--- config.mk ---
export PLATFORM = sky130hd
export DESIGN_NAME = dds_controller_flat
export DESIGN_NICKNAME = d
export VERILOG_FILES = /design/src/rtl/dds_controller_if.sv /design/src/rtl/dds_controller.sv /design/src/flat_wrapper.sv
export SDC_FILE = /design/constraint.sdc
export NUM_CORES = 1
export LEC_CHECK = 0
export CAP_MARGIN = 30
export CORE_ASPECT_RATIO = 0.5
export CORE_MARGIN = 2
export CORE_UTILIZATION = 57
export CTS_CLUSTER_DIAMETER = 60
export CTS_CLUSTER_SIZE = 25
export DETAILED_ROUTE_END_ITERATION = 10
export DONT_BUFFER_PORTS = 1
export PLACE_DENSITY = 0.72
export SETUP_SLACK_MARGIN = 0.4
export SYNTH_ARGS = -nofsm -noshare
export SYNTH_HDL_FRONTEND = slang
export SYNTH_SLANG_ARGS = --single-unit
--- constraint.sdc ---
create_clock -name sys_clk -period 8.5 [get_ports sys_clk]
set_clock_uncertainty 0.1 [all_clocks]
set_input_delay 2.55 -clock sys_clk [delete_from_list [all_inputs] [get_ports sys_clk]]
set_output_delay 2.55 -clock sys_clk [all_outputs]
set_load 0.02 [all_outputs]
--- src/rtl/dds_controller_if.sv ---
// Button and tuning-output bundle between the front panel and the DDS controller.
// The panel/bench side is the master; the controller is the slave.
interface dds_controller_if #(
  parameter int FW_WIDTH = 12
);
  logic                freq_up_n;
  logic                freq_dn_n;
  logic                wave_next_n;
  logic [FW_WIDTH-1:0] freq_word;
  logic [3:0]          wave_sel;
  logic                update;

  modport master (
    output freq_up_n, freq_dn_n, wave_next_n,
    input  freq_word, wave_sel, update
  );

  modport slave (
    input  freq_up_n, freq_dn_n, wave_next_n,
    output freq_word, wave_sel, update
  );
endinterface

--- src/rtl/dds_controller.sv ---
// Front-panel controller for a DDS: debounces three push buttons and steps the
// frequency word / waveform index, pulsing update whenever either changes.
module dds_controller #(
  parameter int FW_WIDTH   = 12,
  parameter int FW_STEP    = 8,
  parameter int FW_MIN     = 8,
  parameter int FW_MAX     = 4000,
  parameter int WRAP       = 0,
  parameter int N_WAVES    = 4,
  parameter int DEB_CYCLES = 1000000
) (
  input  logic             sys_clk,
  input  logic             sys_rst_n,
  dds_controller_if.slave  bus
);

  localparam int EXT_W = FW_WIDTH + 1;
  localparam int CNT_W = (DEB_CYCLES > 1) ? $clog2(DEB_CYCLES) : 1;
  localparam logic [CNT_W-1:0]    CNT_MAX   = CNT_W'(DEB_CYCLES - 1);
  localparam logic [CNT_W-1:0]    CNT_ZERO  = {CNT_W{1'b0}};
  localparam logic [FW_WIDTH-1:0] FW_MIN_W  = FW_WIDTH'(FW_MIN);
  localparam logic [FW_WIDTH-1:0] FW_MAX_W  = FW_WIDTH'(FW_MAX);
  localparam logic [EXT_W-1:0]    STEP_X    = EXT_W'(FW_STEP);
  localparam logic [EXT_W-1:0]    MIN_X     = EXT_W'(FW_MIN);
  localparam logic [EXT_W-1:0]    MAX_X     = EXT_W'(FW_MAX);
  localparam logic [3:0]          WAVE_LAST = 4'(N_WAVES - 1);

  // Bit 0 = up, bit 1 = down, bit 2 = wave; all active-low levels.
  logic [2:0]            btn_s;
  logic [2:0]            sync1_r;
  logic [2:0]            sync2_r;
  logic [2:0]            prev_r;
  logic [2:0]            deb_r;
  logic [2:0]            deb_d_r;
  logic [2:0][CNT_W-1:0] cnt_r;
  logic [2:0][CNT_W-1:0] cnt_nxt_s;
  logic [2:0]            deb_load_s;
  logic [2:0]            press_s;

  logic [FW_WIDTH-1:0]   freq_word_r;
  logic [FW_WIDTH-1:0]   freq_nxt_s;
  logic [3:0]            wave_sel_r;
  logic [3:0]            wave_nxt_s;
  logic                  update_r;
  logic [EXT_W-1:0]      ext_s;
  logic [EXT_W-1:0]      up_sum_s;
  logic [EXT_W-1:0]      dn_diff_s;

  assign btn_s = {bus.wave_next_n, bus.freq_dn_n, bus.freq_up_n};

  // Debounce counters restart on any synchronised level change; the level is accepted on reaching CNT_MAX.
  always_comb begin
    for (int i = 0; i < 3; i++) begin
      cnt_nxt_s[i]  = CNT_ZERO;
      deb_load_s[i] = 1'b0;
      if (sync2_r[i] != prev_r[i]) begin
        cnt_nxt_s[i] = CNT_ZERO;
      end else if (cnt_r[i] != CNT_MAX) begin
        cnt_nxt_s[i] = cnt_r[i] + CNT_W'(1);
      end else begin
        cnt_nxt_s[i] = cnt_r[i];
      end
      deb_load_s[i] = (sync2_r[i] == prev_r[i]) && (cnt_nxt_s[i] == CNT_MAX);
    end
  end

  // Synchronisers, debounce state and edge-detect history for all three buttons.
  always_ff @(posedge sys_clk or negedge sys_rst_n) begin
    if (!sys_rst_n) begin
      sync1_r <= 3'b111;
      sync2_r <= 3'b111;
      prev_r  <= 3'b111;
      deb_r   <= 3'b111;
      deb_d_r <= 3'b111;
      for (int i = 0; i < 3; i++) begin
        cnt_r[i] <= CNT_ZERO;
      end
    end else begin
      sync1_r <= btn_s;
      sync2_r <= sync1_r;
      prev_r  <= sync2_r;
      deb_d_r <= deb_r;
      for (int i = 0; i < 3; i++) begin
        cnt_r[i] <= cnt_nxt_s[i];
        if (deb_load_s[i]) begin
          deb_r[i] <= sync2_r[i];
        end
      end
    end
  end

  assign press_s   = deb_d_r & ~deb_r;
  assign ext_s     = {1'b0, freq_word_r};
  assign up_sum_s  = ext_s + STEP_X;
  assign dn_diff_s = ext_s - STEP_X;

  // Next frequency word and waveform index; opposing frequency presses cancel.
  always_comb begin
    freq_nxt_s = freq_word_r;
    wave_nxt_s = wave_sel_r;
    if (press_s[0] && !press_s[1]) begin
      if (up_sum_s <= MAX_X) begin
        freq_nxt_s = up_sum_s[FW_WIDTH-1:0];
      end else if (WRAP != 0) begin
        freq_nxt_s = FW_MIN_W;
      end else begin
        freq_nxt_s = FW_MAX_W;
      end
    end else if (press_s[1] && !press_s[0]) begin
      if ((ext_s >= STEP_X) && (dn_diff_s >= MIN_X)) begin
        freq_nxt_s = dn_diff_s[FW_WIDTH-1:0];
      end else if (WRAP != 0) begin
        freq_nxt_s = FW_MAX_W;
      end else begin
        freq_nxt_s = FW_MIN_W;
      end
    end else begin
      freq_nxt_s = freq_word_r;
    end
    if (press_s[2]) begin
      if (wave_sel_r == WAVE_LAST) begin
        wave_nxt_s = 4'd0;
      end else begin
        wave_nxt_s = wave_sel_r + 4'd1;
      end
    end else begin
      wave_nxt_s = wave_sel_r;
    end
  end

  // Registered outputs; update fires only on an actual change of either value.
  always_ff @(posedge sys_clk or negedge sys_rst_n) begin
    if (!sys_rst_n) begin
      freq_word_r <= FW_MIN_W;
      wave_sel_r  <= 4'd0;
      update_r    <= 1'b0;
    end else begin
      freq_word_r <= freq_nxt_s;
      wave_sel_r  <= wave_nxt_s;
      update_r    <= (freq_nxt_s != freq_word_r) || (wave_nxt_s != wave_sel_r);
    end
  end

  assign bus.freq_word = freq_word_r;
  assign bus.wave_sel  = wave_sel_r;
  assign bus.update    = update_r;

endmodule

--- src/flat_wrapper.sv ---
// flat-port wrapper written by rule: the top's interface ports become plain ports
module dds_controller_flat 
#(
  parameter int FW_WIDTH   = 12,
  parameter int FW_STEP    = 8,
  parameter int FW_MIN     = 8,
  parameter int FW_MAX     = 4000,
  parameter int WRAP       = 0,
  parameter int N_WAVES    = 4,
  parameter int DEB_CYCLES = 1000000
)
  (sys_clk, sys_rst_n, bus_freq_up_n, bus_freq_dn_n, bus_wave_next_n, bus_freq_word, bus_wave_sel, bus_update);
  dds_controller_if #(.FW_WIDTH(FW_WIDTH)) bus_i ();
  input  logic sys_clk;
  input  logic sys_rst_n;
  input wire logic [$bits(bus_i.freq_up_n)-1:0] bus_freq_up_n;
  input wire logic [$bits(bus_i.freq_dn_n)-1:0] bus_freq_dn_n;
  input wire logic [$bits(bus_i.wave_next_n)-1:0] bus_wave_next_n;
  output wire logic [$bits(bus_i.freq_word)-1:0] bus_freq_word;
  output wire logic [$bits(bus_i.wave_sel)-1:0] bus_wave_sel;
  output wire logic [$bits(bus_i.update)-1:0] bus_update;
  assign bus_i.freq_up_n = bus_freq_up_n;
  assign bus_i.freq_dn_n = bus_freq_dn_n;
  assign bus_i.wave_next_n = bus_wave_next_n;
  assign bus_freq_word = bus_i.freq_word;
  assign bus_wave_sel = bus_i.wave_sel;
  assign bus_update = bus_i.update;
  dds_controller #(.FW_WIDTH(FW_WIDTH), .FW_STEP(FW_STEP), .FW_MIN(FW_MIN), .FW_MAX(FW_MAX), .WRAP(WRAP), .N_WAVES(N_WAVES), .DEB_CYCLES(DEB_CYCLES)) u_core (.sys_clk(sys_clk), .sys_rst_n(sys_rst_n), .bus(bus_i));
endmodule
==> results of run 1 <==
-- cell usage in the layout (no fill, tap or decap), types with 6 or more instances in the layout --
master,Yosys,final
a211oi_1,6,6
clkbuf_16,0,9
a31oi_1,11,11
nor4_1,20,20
xor2_1,17,17
xnor2_1,36,36
and2_1,7,7
nor3_1,13,13
a21oi_1,27,27
inv_1,18,18
nor2_1,79,79
dfrtp_1,76,76
o21ai_0,25,25
nand2_1,44,44
ha_1,8,8
and3_1,16,16
nand4_1,22,22
or3_1,10,10
nand2b_1,11,11
dfstp_2,16,16
nand3_1,30,30
-- per-stage QoR --
| step | std cells | setup slack, ps | total power, mW | cell area (um2) | utilization (%) |
|---|---|---|---|---|---|
| after CTS | 737 | 4729 | 0.8997 | 5867 | 62.31 |
| after floorplan | 612 | 5087 | 0.5008 | 5513 | - |
| final | 737 | 4707 | 0.8869 | 5867 | 62.31 |
| after global placement | 721 | 4806 | 0.5125 | 5579 | 59.26 |
| after detailed placement | 721 | 4754 | 0.5133 | 5579 | 59.26 |
| after global routing | 737 | 4533 | 0.9272 | 5867 | 62.31 |
-- final cells by class --
class	count	area share, %
multi-input combinational	473	51.10
sequential	92	39.58
clock buffer	11	4.308
tap	135	2.879
inverter	18	1.152
clock inverter	5	0.5971
timing repair buffer	3	0.3839
-- metal layers --
| layer | global-route usage, % | up-vias | part of all wire, % |
|---|---|---|---|
| met3 | 5.346 | 26 | 5.1 |
| met2 | 36.15 | 136 | 45 |
| met5 | 0 | - | 0 |
| met4 | 9.021 | 0 | 2.3 |
| li1 | - | 2200 | - |
| met1 | 31.78 | 2159 | 47 |
-- worst min path at each step --
stage | from | to
6_report | u_core.sync1_r[0] | u_core.sync2_r[0]
2_1_floorplan | u_core.sync1_r[0] | u_core.sync2_r[0]
3_3_place_gp | u_core.sync1_r[0] | u_core.sync2_r[0]
4_1_cts | u_core.sync1_r[0] | u_core.sync2_r[0]
5_1_grt | u_core.sync1_r[0] | u_core.sync2_r[0]
3_5_place_dp | u_core.sync1_r[0] | u_core.sync2_r[0]
-- worst register-to-register path, delay by kind of cell (launching register included) --
family	cells	cell delay, ps
and+or+nand+nor	4	1520
AOI/OAI and AO/OA	2	710
DFF	1	560
muxes	1	320
adders and majority gates	1	260
buffers and inverters	1	200
-- registers in the layout (all words and copies together), names as in the netlist --
signal / flops
u_core.deb_d_r: 3
u_core.sync2_r: 3
u_core.sync1_r: 3
u_core.bus.freq_word: 12
u_core.cnt_r: 60
u_core.bus.wave_sel: 4
u_core.bus.update: 1
u_core.deb_r: 3
u_core.prev_r: 3
-- power by group through the flow --
stage | clock network, mW | logic [mW] | registers (mW)
finish | 0.381 | 0.0447 | 0.461
global route | 0.414 | 0.0505 | 0.463
CTS | 0.394 | 0.0449 | 0.461
detailed placement | 0 | 0.0445 | 0.469
global placement | 0 | 0.0441 | 0.468
floorplan | 0 | 0.0355 | 0.465
-- cells by family (layout without fill, tap and decap cells) --
group,count (synthesis),count (layout)
mux,11,11
flops,92,92
compound gates,107,107
simple gates,293,293
xor+xnor,53,53
buf+inv,47,37
fa+ha+maj,9,9
==> results_tabular.tex, run 1 <==
\begin{tabular}{lr}
\hline
Metric & Value \\
\hline
\multicolumn{2}{l}{\textbf{Clocking}} \\
\quad Number of sinks driven by the clock tree & 92 \\
\quad Clock latency at the later pin of the worst-skew pair & 340 ps \\
\quad Root buffer cell & clkbuf\_16 \\
\quad Number of buffers inserted during clock tree synthesis & 9 \\
\quad Clock slew seen by the registers of the worst setup and hold paths & 70 ps \\
\quad Setup repair bufs after CTS & 0 \\
\quad Post-CTS Resized & 0 \\
\quad Bufs on Longest Clock Path & 2 \\
\quad Hold Buf Count CTS & 0 \\
\quad Clock tree from TritonCTS & built \\
\quad Number of H-tree levels & 3 \\
\multicolumn{2}{l}{\textbf{Timing}} \\
\quad Setup TNS & 0 ps \\
\quad Setup violations, final & 0 \\
\quad Final period demand of the worst path & 3793 ps \\
\quad Achievable frequency & 0.2636 GHz \\
\quad Tcrit/Tclk final & 44.62\% \\
\quad Fin. max-slew vios & 0 \\
\quad Number of failing hold endpoints at the final stage & 0 \\
\quad RSZ-0062 raised after global routing & false \\
\quad Post-Route Hold Slack & 255.6 ps \\
\quad Worst slew pin tran & 862.6 ps \\
\quad Max-Slew Margin vs Limit & 41.97\% \\
\multicolumn{2}{l}{\textbf{Critical path}} \\
\quad Reg2Reg Launch Point & u\_core.bus.freq\_word[4] \\
\quad Flop-to-flop setup slack & 4710 ps \\
\quad Number of cell instances on the worst register-to-register path & 9 \\
\quad Startpoint Class & flop \\
\quad Critical Path, Cell by Cell & inv\_1 -> ha\_1 -> nand2b\_1 -> or4\_1 -> a2111oi\_4 -> a31o\_4 -> nand2b\_1 -> mux2\_1 -> or4b\_1 \\
\quad Type of the worst setup path & reg2reg \\
\quad Arrival time reported for the critical path endpoint & 3900 ps \\
\quad Worst EP required & 8610 ps \\
\quad Critical path capture point & u\_core.bus.update \\
\quad Worst path top cell family by delay & simple AND/OR/NAND/NOR gates \\
\quad Maximum fanout encountered on the critical timing path & 10 \\
\quad Endpoint of the worst-slack reg-to-reg timing path & u\_core.bus.update \\
\quad Nature of the critical path endpoint & flop \\
\quad Slowest Stage Delay on Critical Path & 680 ps \\
\quad Worst setup path start & u\_core.bus.freq\_word[4] \\
\quad CP bufs+invs & 1 \\
\quad Levels on crit path & 9 \\
\quad Crit-path most repeated cell & nand2b\_1 \\
\quad Slowest cell on crit path & or4\_1 \\
\multicolumn{2}{l}{\textbf{Synth}} \\
\quad Primary flip-flop cell chosen by synthesis mapping & dfrtp\_1 \\
\quad Post-synthesis compound-gate area fraction & 13.39\% \\
\quad EDFF count, synth & 0 \\
\quad Cells taking the most area after synthesis & dfrtp\_1, dfstp\_2, xnor2\_1 \\
\quad Post-synthesis share of cell area spent on and, or, nand and nor gates & 28.44\% \\
\quad Library cell occupying the most area in the post-synthesis netlist & dfrtp\_1 \\
\quad Cell count after synthesis & 612 \\
\quad XOR/XNOR Fraction of Synth Area & 8.420\% \\
\quad Total of warnings raised by yosys & 0 \\
\quad Count leader, synth & nor2\_1 \\
\quad Cell area after technology mapping & 5513 um2 \\
\quad Post-synthesis net count & 625 \\
\quad Number of storage elements in the synthesis netlist & 92 \\
\quad Share of Yosys cell area claimed by the top area cell type & 34.50\% \\
\quad Number of distinct standard cells referenced by the synthesized netlist & 67 \\
\quad Fraction of synthesized area in multiplexers & 2.133\% \\
\quad Sequential fraction of the synthesis area & 42.12\% \\
\quad Largest family of logic cells by synthesized area & simple AND/OR/NAND/NOR gates \\
\quad Post-synthesis average cell area & 9.008 um2 \\
\quad Synth top cells by count & nor2\_1, dfrtp\_1, nand2\_1 \\
\quad Post-synthesis share of cell area spent on full adders, half adders and majority gates & 1.997\% \\
\quad Async set-or-reset flop fraction in the synthesized netlist & 100.0\% \\
\multicolumn{2}{l}{\textbf{Die}} \\
\quad Die outline height & 73.54 um \\
\quad IO Count & 22 \\
\quad Die Wd & 143.1 um \\
\quad Core ar. & 9415 um2 \\
\quad Initial Util & 58.55\% \\
\quad Floorplan die area & 10520 um2 \\
\quad Floorplan row count & 25 \\
\multicolumn{2}{l}{\textbf{GRT}} \\
\quad Number of global-route vias before repair & 4081 \\
\quad Global-route wire length before repair & 19.35 mm \\
\quad Initial antenna violation count & 0 \\
\quad Overall routing resource usage & 23.18\% \\
\quad Maximum number of pins on one net before global-route repair & 93 \\
\quad GRT overflow & 0 \\
\multicolumn{2}{l}{\textbf{Finish}} \\
\quad Number of fill cells & 797 \\
\quad Area of combinational cells with multiple inputs & 2998 um2 \\
\quad Fraction of layout cells with a size suffix above 1 & 8.306\% \\
\quad Post-synthesis to final-layout area growth & 6.423\% \\
\quad Sequential cell area & 2322 um2 \\
\quad Net count, final & 610 \\
\quad Total inserted antenna cells & 0 \\
\multicolumn{2}{l}{\textbf{Placement}} \\
\quad RePlAce Congestion & 0.9042 \\
\quad Post-DP HPWL & 7.977 mm \\
\quad Input/output buffers & 0 \\
\multicolumn{2}{l}{\textbf{Min path}} \\
\quad Worst Hold Path Cells & 0 \\
\quad Worst min path class & reg2reg \\
\multicolumn{2}{l}{\textbf{Flow run}} \\
\quad MaxCap Viol Count & 0 \\
\multicolumn{2}{l}{\textbf{Detailed routing}} \\
\quad Post-route ant nets & 0 \\
\quad Starting DRC count in detailed routing & 266 \\
\quad Routed length per placed instance & 15.76 um \\
\quad Vias per cell & 6.134 \\
\quad First-pass detailed-route iteration total & 5 \\
\quad Detailed-route via count & 4521 \\
\quad Wirelength, routed & 11.61 mm \\
\quad Count of unresolved DRC violations after routing & 0 \\
\multicolumn{2}{l}{\textbf{Power and ir drop}} \\
\quad Sequential power share & 52.0\% \\
\quad PwrDens & 151.2 nW/um2 \\
\quad Fraction of power spent switching nets & 23.14\% \\
\quad VDD IR max & 0.09992 mV \\
\quad Reported leakage power & 2.356 nW \\
\quad Share of power burned in combinational logic & 5.0\% \\
\quad Int Pwr & 0.6816 mW \\
\quad Clock network fraction of total power & 43.0\% \\
\quad Sw Pwr & 0.2052 mW \\
\multicolumn{2}{l}{\textbf{Run status}} \\
\quad Status & finished clean \\
\hline
\end{tabular}
Note: power is estimated with default switching activity, not from simulation.
==> inputs of run 2 (changes only) <==
Clock period 8.5 ns to 3.77 ns, I/O delays scaled along.
==> results_tabular.tex, run 2 (same netlist as run 1, synthesis figures left out) <==
\begin{tabular}{lr}
\hline
Metric & Value \\
\hline
\multicolumn{2}{l}{\textbf{Run status}} \\
\quad Status & finished clean (unchanged) \\
\multicolumn{2}{l}{\textbf{Timing}} \\
\quad Setup TNS & 0 ps (unchanged) \\
\quad Post-Route Hold Slack & 257.1 ps (was 255.6 ps) \\
\quad Number of failing hold endpoints at the final stage & 0 (unchanged) \\
\quad Setup violations, final & 0 (unchanged) \\
\quad Max-Slew Margin vs Limit & 35.35\% (was 41.97\%) \\
\quad Fin. max-slew vios & 0 (unchanged) \\
\quad Tcrit/Tclk final & 84.90\% (was 44.62\%) \\
\quad Final period demand of the worst path & 3201 ps (was 3793 ps) \\
\quad Final worst slack & 569.3 ps (was 4707 ps) \\
\quad RSZ-0062 raised after global routing & false (unchanged) \\
\quad Worst slew pin tran & 962.4 ps (was 862.6 ps) \\
\quad Achievable frequency & 0.3124 GHz (was 0.2636 GHz) \\
\multicolumn{2}{l}{\textbf{Critical path}} \\
\quad Arrival time reported for the critical path endpoint & 3310 ps (was 3900 ps) \\
\quad Nature of the critical path endpoint & flop (unchanged) \\
\quad Type of the worst setup path & reg2reg (unchanged) \\
\quad Maximum fanout encountered on the critical timing path & 14 (was 10) \\
\quad Worst setup path start & u\_core.bus.freq\_word[3] (was u\_core.bus.freq\_word[4]) \\
\quad Startpoint Class & flop (unchanged) \\
\quad Slowest cell on crit path & dfstp\_4 (was or4\_1) \\
\quad Slowest Stage Delay on Critical Path & 730 ps (was 680 ps) \\
\quad Worst EP required & 3880 ps (was 8610 ps) \\
\quad CP bufs+invs & 0 (was 1) \\
\quad Critical Path, Cell by Cell & ha\_1 -> nor4b\_1 -> nand4\_1 -> nor4\_1 -> a31o\_4 -> nand2b\_4 -> mux2\_1 -> or4b\_1 (was inv\_1 -> ha\_1 -> nand2b\_1 -> or4\_1 -> a2111oi\_4 -> a31o\_4 -> nand2b\_1 -> mux2\_1 -> or4b\_1) \\
\quad Reg2Reg Launch Point & u\_core.bus.freq\_word[3] (was u\_core.bus.freq\_word[4]) \\
\quad Worst path top cell family by delay & simple AND/OR/NAND/NOR gates (unchanged) \\
\multicolumn{2}{l}{\textbf{Clocking}} \\
\quad Number of buffers inserted during clock tree synthesis & 9 (unchanged) \\
\quad Number of H-tree levels & 3 (unchanged) \\
\quad Number of sinks driven by the clock tree & 92 (unchanged) \\
\quad Root buffer cell & clkbuf\_16 (unchanged) \\
\quad Bufs on Longest Clock Path & 2 (unchanged) \\
\quad Hold Buf Count CTS & 0 (unchanged) \\
\quad Clock tree from TritonCTS & built (unchanged) \\
\quad Clock latency at the later pin of the worst-skew pair & 340 ps (about the same) \\
\quad Clock slew seen by the registers of the worst setup and hold paths & 60 ps (was 70 ps) \\
\multicolumn{2}{l}{\textbf{Power and ir drop}} \\
\quad Clock network fraction of total power & 44.3\% (was 43.0\%) \\
\quad Sw Pwr & 0.4558 mW (was 0.2052 mW) \\
\quad Share of power burned in combinational logic & 5.1\% (was 5.0\%) \\
\quad VDD IR max & 0.2376 mV (was 0.09992 mV) \\
\quad Fraction of power spent switching nets & 22.14\% (was 23.14\%) \\
\quad Int Pwr & 1.603 mW (was 0.6816 mW) \\
\quad PwrDens & 341.0 nW/um2 (was 151.2 nW/um2) \\
\quad Overall power after layout & 2.058 mW (was 0.8869 mW) \\
\quad Reported leakage power & 2.450 nW (was 2.356 nW) \\
\quad Sequential power share & 50.6\% (was 52.0\%) \\
\multicolumn{2}{l}{\textbf{Placement}} \\
\quad Post-DP HPWL & 8.354 mm (was 7.977 mm) \\
\quad Worst setup timing slack at the placement stage & 359.4 ps (was 4754 ps) \\
\quad Post-DP Area & 5705 um2 (was 5579 um2) \\
\quad Input/output buffers & 0 (unchanged) \\
\quad Cell count after placement & 734 (was 721) \\
\quad RePlAce Congestion & 0.9073 (was 0.9042) \\
\multicolumn{2}{l}{\textbf{GRT}} \\
\quad Overall routing resource usage & 24.19\% (was 23.18\%) \\
\quad Number of global-route vias before repair & 4238 (was 4081) \\
\quad Maximum number of pins on one net before global-route repair & 93 (unchanged) \\
\quad Global-route wire length before repair & 20.14 mm (was 19.35 mm) \\
\quad GRT overflow & 0 (unchanged) \\
\quad Initial antenna violation count & 0 (unchanged) \\
\multicolumn{2}{l}{\textbf{Die}} \\
\quad Initial Util & 58.55\% (unchanged) \\
\quad IO Count & 22 (unchanged) \\
\quad Floorplan row count & 25 (unchanged) \\
\quad Core ar. & 9415 um2 (unchanged) \\
\quad Die Wd & 143.1 um (unchanged) \\
\quad Floorplan die area & 10520 um2 (unchanged) \\
\quad Die outline height & 73.54 um (unchanged) \\
\multicolumn{2}{l}{\textbf{Finish}} \\
\quad Register with the highest flop count & u\_core.cnt\_r (unchanged) \\
\quad Leading cell types in the layout, fill and taps excluded & nor2\_1, dfrtp\_1, nand2\_1 (unchanged) \\
\quad Area of combinational cells with multiple inputs & 3034 um2 (was 2998 um2) \\
\quad Final Instance Area & 6037 um2 (was 5867 um2) \\
\quad Net count, final & 625 (was 610) \\
\quad Fraction of layout cells with a size suffix above 1 & 11.35\% (was 8.306\%) \\
\quad Number of standard cells in the final layout excluding fillers & 752 (was 737) \\
\quad Post-synthesis to final-layout area growth & 9.510\% (was 6.423\%) \\
\quad Utilization of the core after routing & 64.12\% (was 62.31\%) \\
\quad Sequential cell area & 2327 um2 (was 2322 um2) \\
\quad Most common library cell in the layout ignoring fill and taps & nor2\_1 (unchanged) \\
\quad Max FFs per register & 60 (unchanged) \\
\quad Number of fill cells & 763 (was 797) \\
\quad Total inserted antenna cells & 0 (unchanged) \\
\multicolumn{2}{l}{\textbf{Detailed routing}} \\
\quad Starting DRC count in detailed routing & 270 (was 266) \\
\quad Routed length per placed instance & 16.07 um (was 15.76 um) \\
\quad Count of unresolved DRC violations after routing & 0 (unchanged) \\
\quad Detailed-route via count & 4610 (was 4521) \\
\quad Vias per cell & 6.130 (was 6.134) \\
\quad Post-route ant nets & 0 (unchanged) \\
\quad Wirelength, routed & 12.09 mm (was 11.61 mm) \\
\quad First-pass detailed-route iteration total & 5 (unchanged) \\
\multicolumn{2}{l}{\textbf{Min path}} \\
\quad Worst min path class & reg2reg (unchanged) \\
\quad Startpoint of the most critical hold path & u\_core.sync1\_r[2] (was u\_core.sync1\_r[0]) \\
\multicolumn{2}{l}{\textbf{Flow run}} \\
\quad MaxCap Viol Count & 0 (unchanged) \\
\hline
\end{tabular}
-- run 2: metal layers --
layer,vias to the layer above,track usage (%),share of wire [%]
met5,-,0,0
met4,0,8.911,1.7
met3,25,5.997,6.2
met2,157,38.06,45
met1,2198,32.90,47
li1,2230,-,-
-- run 2: final timing paths --
check / to / slack, ps / cells past startpoint
max in group asynchronous: u_core.prev_r[1] / 2970 / 0
hold / removal: u_core.sync2_r[2] / 260 / 0
hold reg to reg: u_core.sync2_r[2] / 260 / 0
setup reg to reg: u_core.bus.update / 570 / 8
setup / recovery: u_core.bus.update / 570 / 8
min in group asynchronous: u_core.cnt_r[56] / 380 / 0
-- run 2: what timing repair did --
item / CTS / global route
gates resized for setup: 1 / 2
hold endpoints to repair: 0 / 0
setup endpoints to repair: 1 / 1
pin swaps: 0 / 1
setup buffers: 0 / 2
-- run 2: area by class of cell --
cell class | count | area share (%)
flip-flops and latches | 92 | 38.55
clock inverters | 4 | 0.7876
clock buffers | 12 | 4.249
multi-input cells | 473 | 50.26
well taps | 135 | 2.798
repair buffers | 18 | 2.238
inverters | 18 | 1.119
-- run 2: power by group through the flow --
stage	clock, mW	combinational (mW)	sequential (mW)
5_1_grt	0.979	0.117	1.04
6_report	0.912	0.105	1.04
4_1_cts	0.940	0.103	1.04
3_3_place_gp	0	0.101	1.06
3_5_place_dp	0	0.102	1.06
2_1_floorplan	0	0.0800	1.05
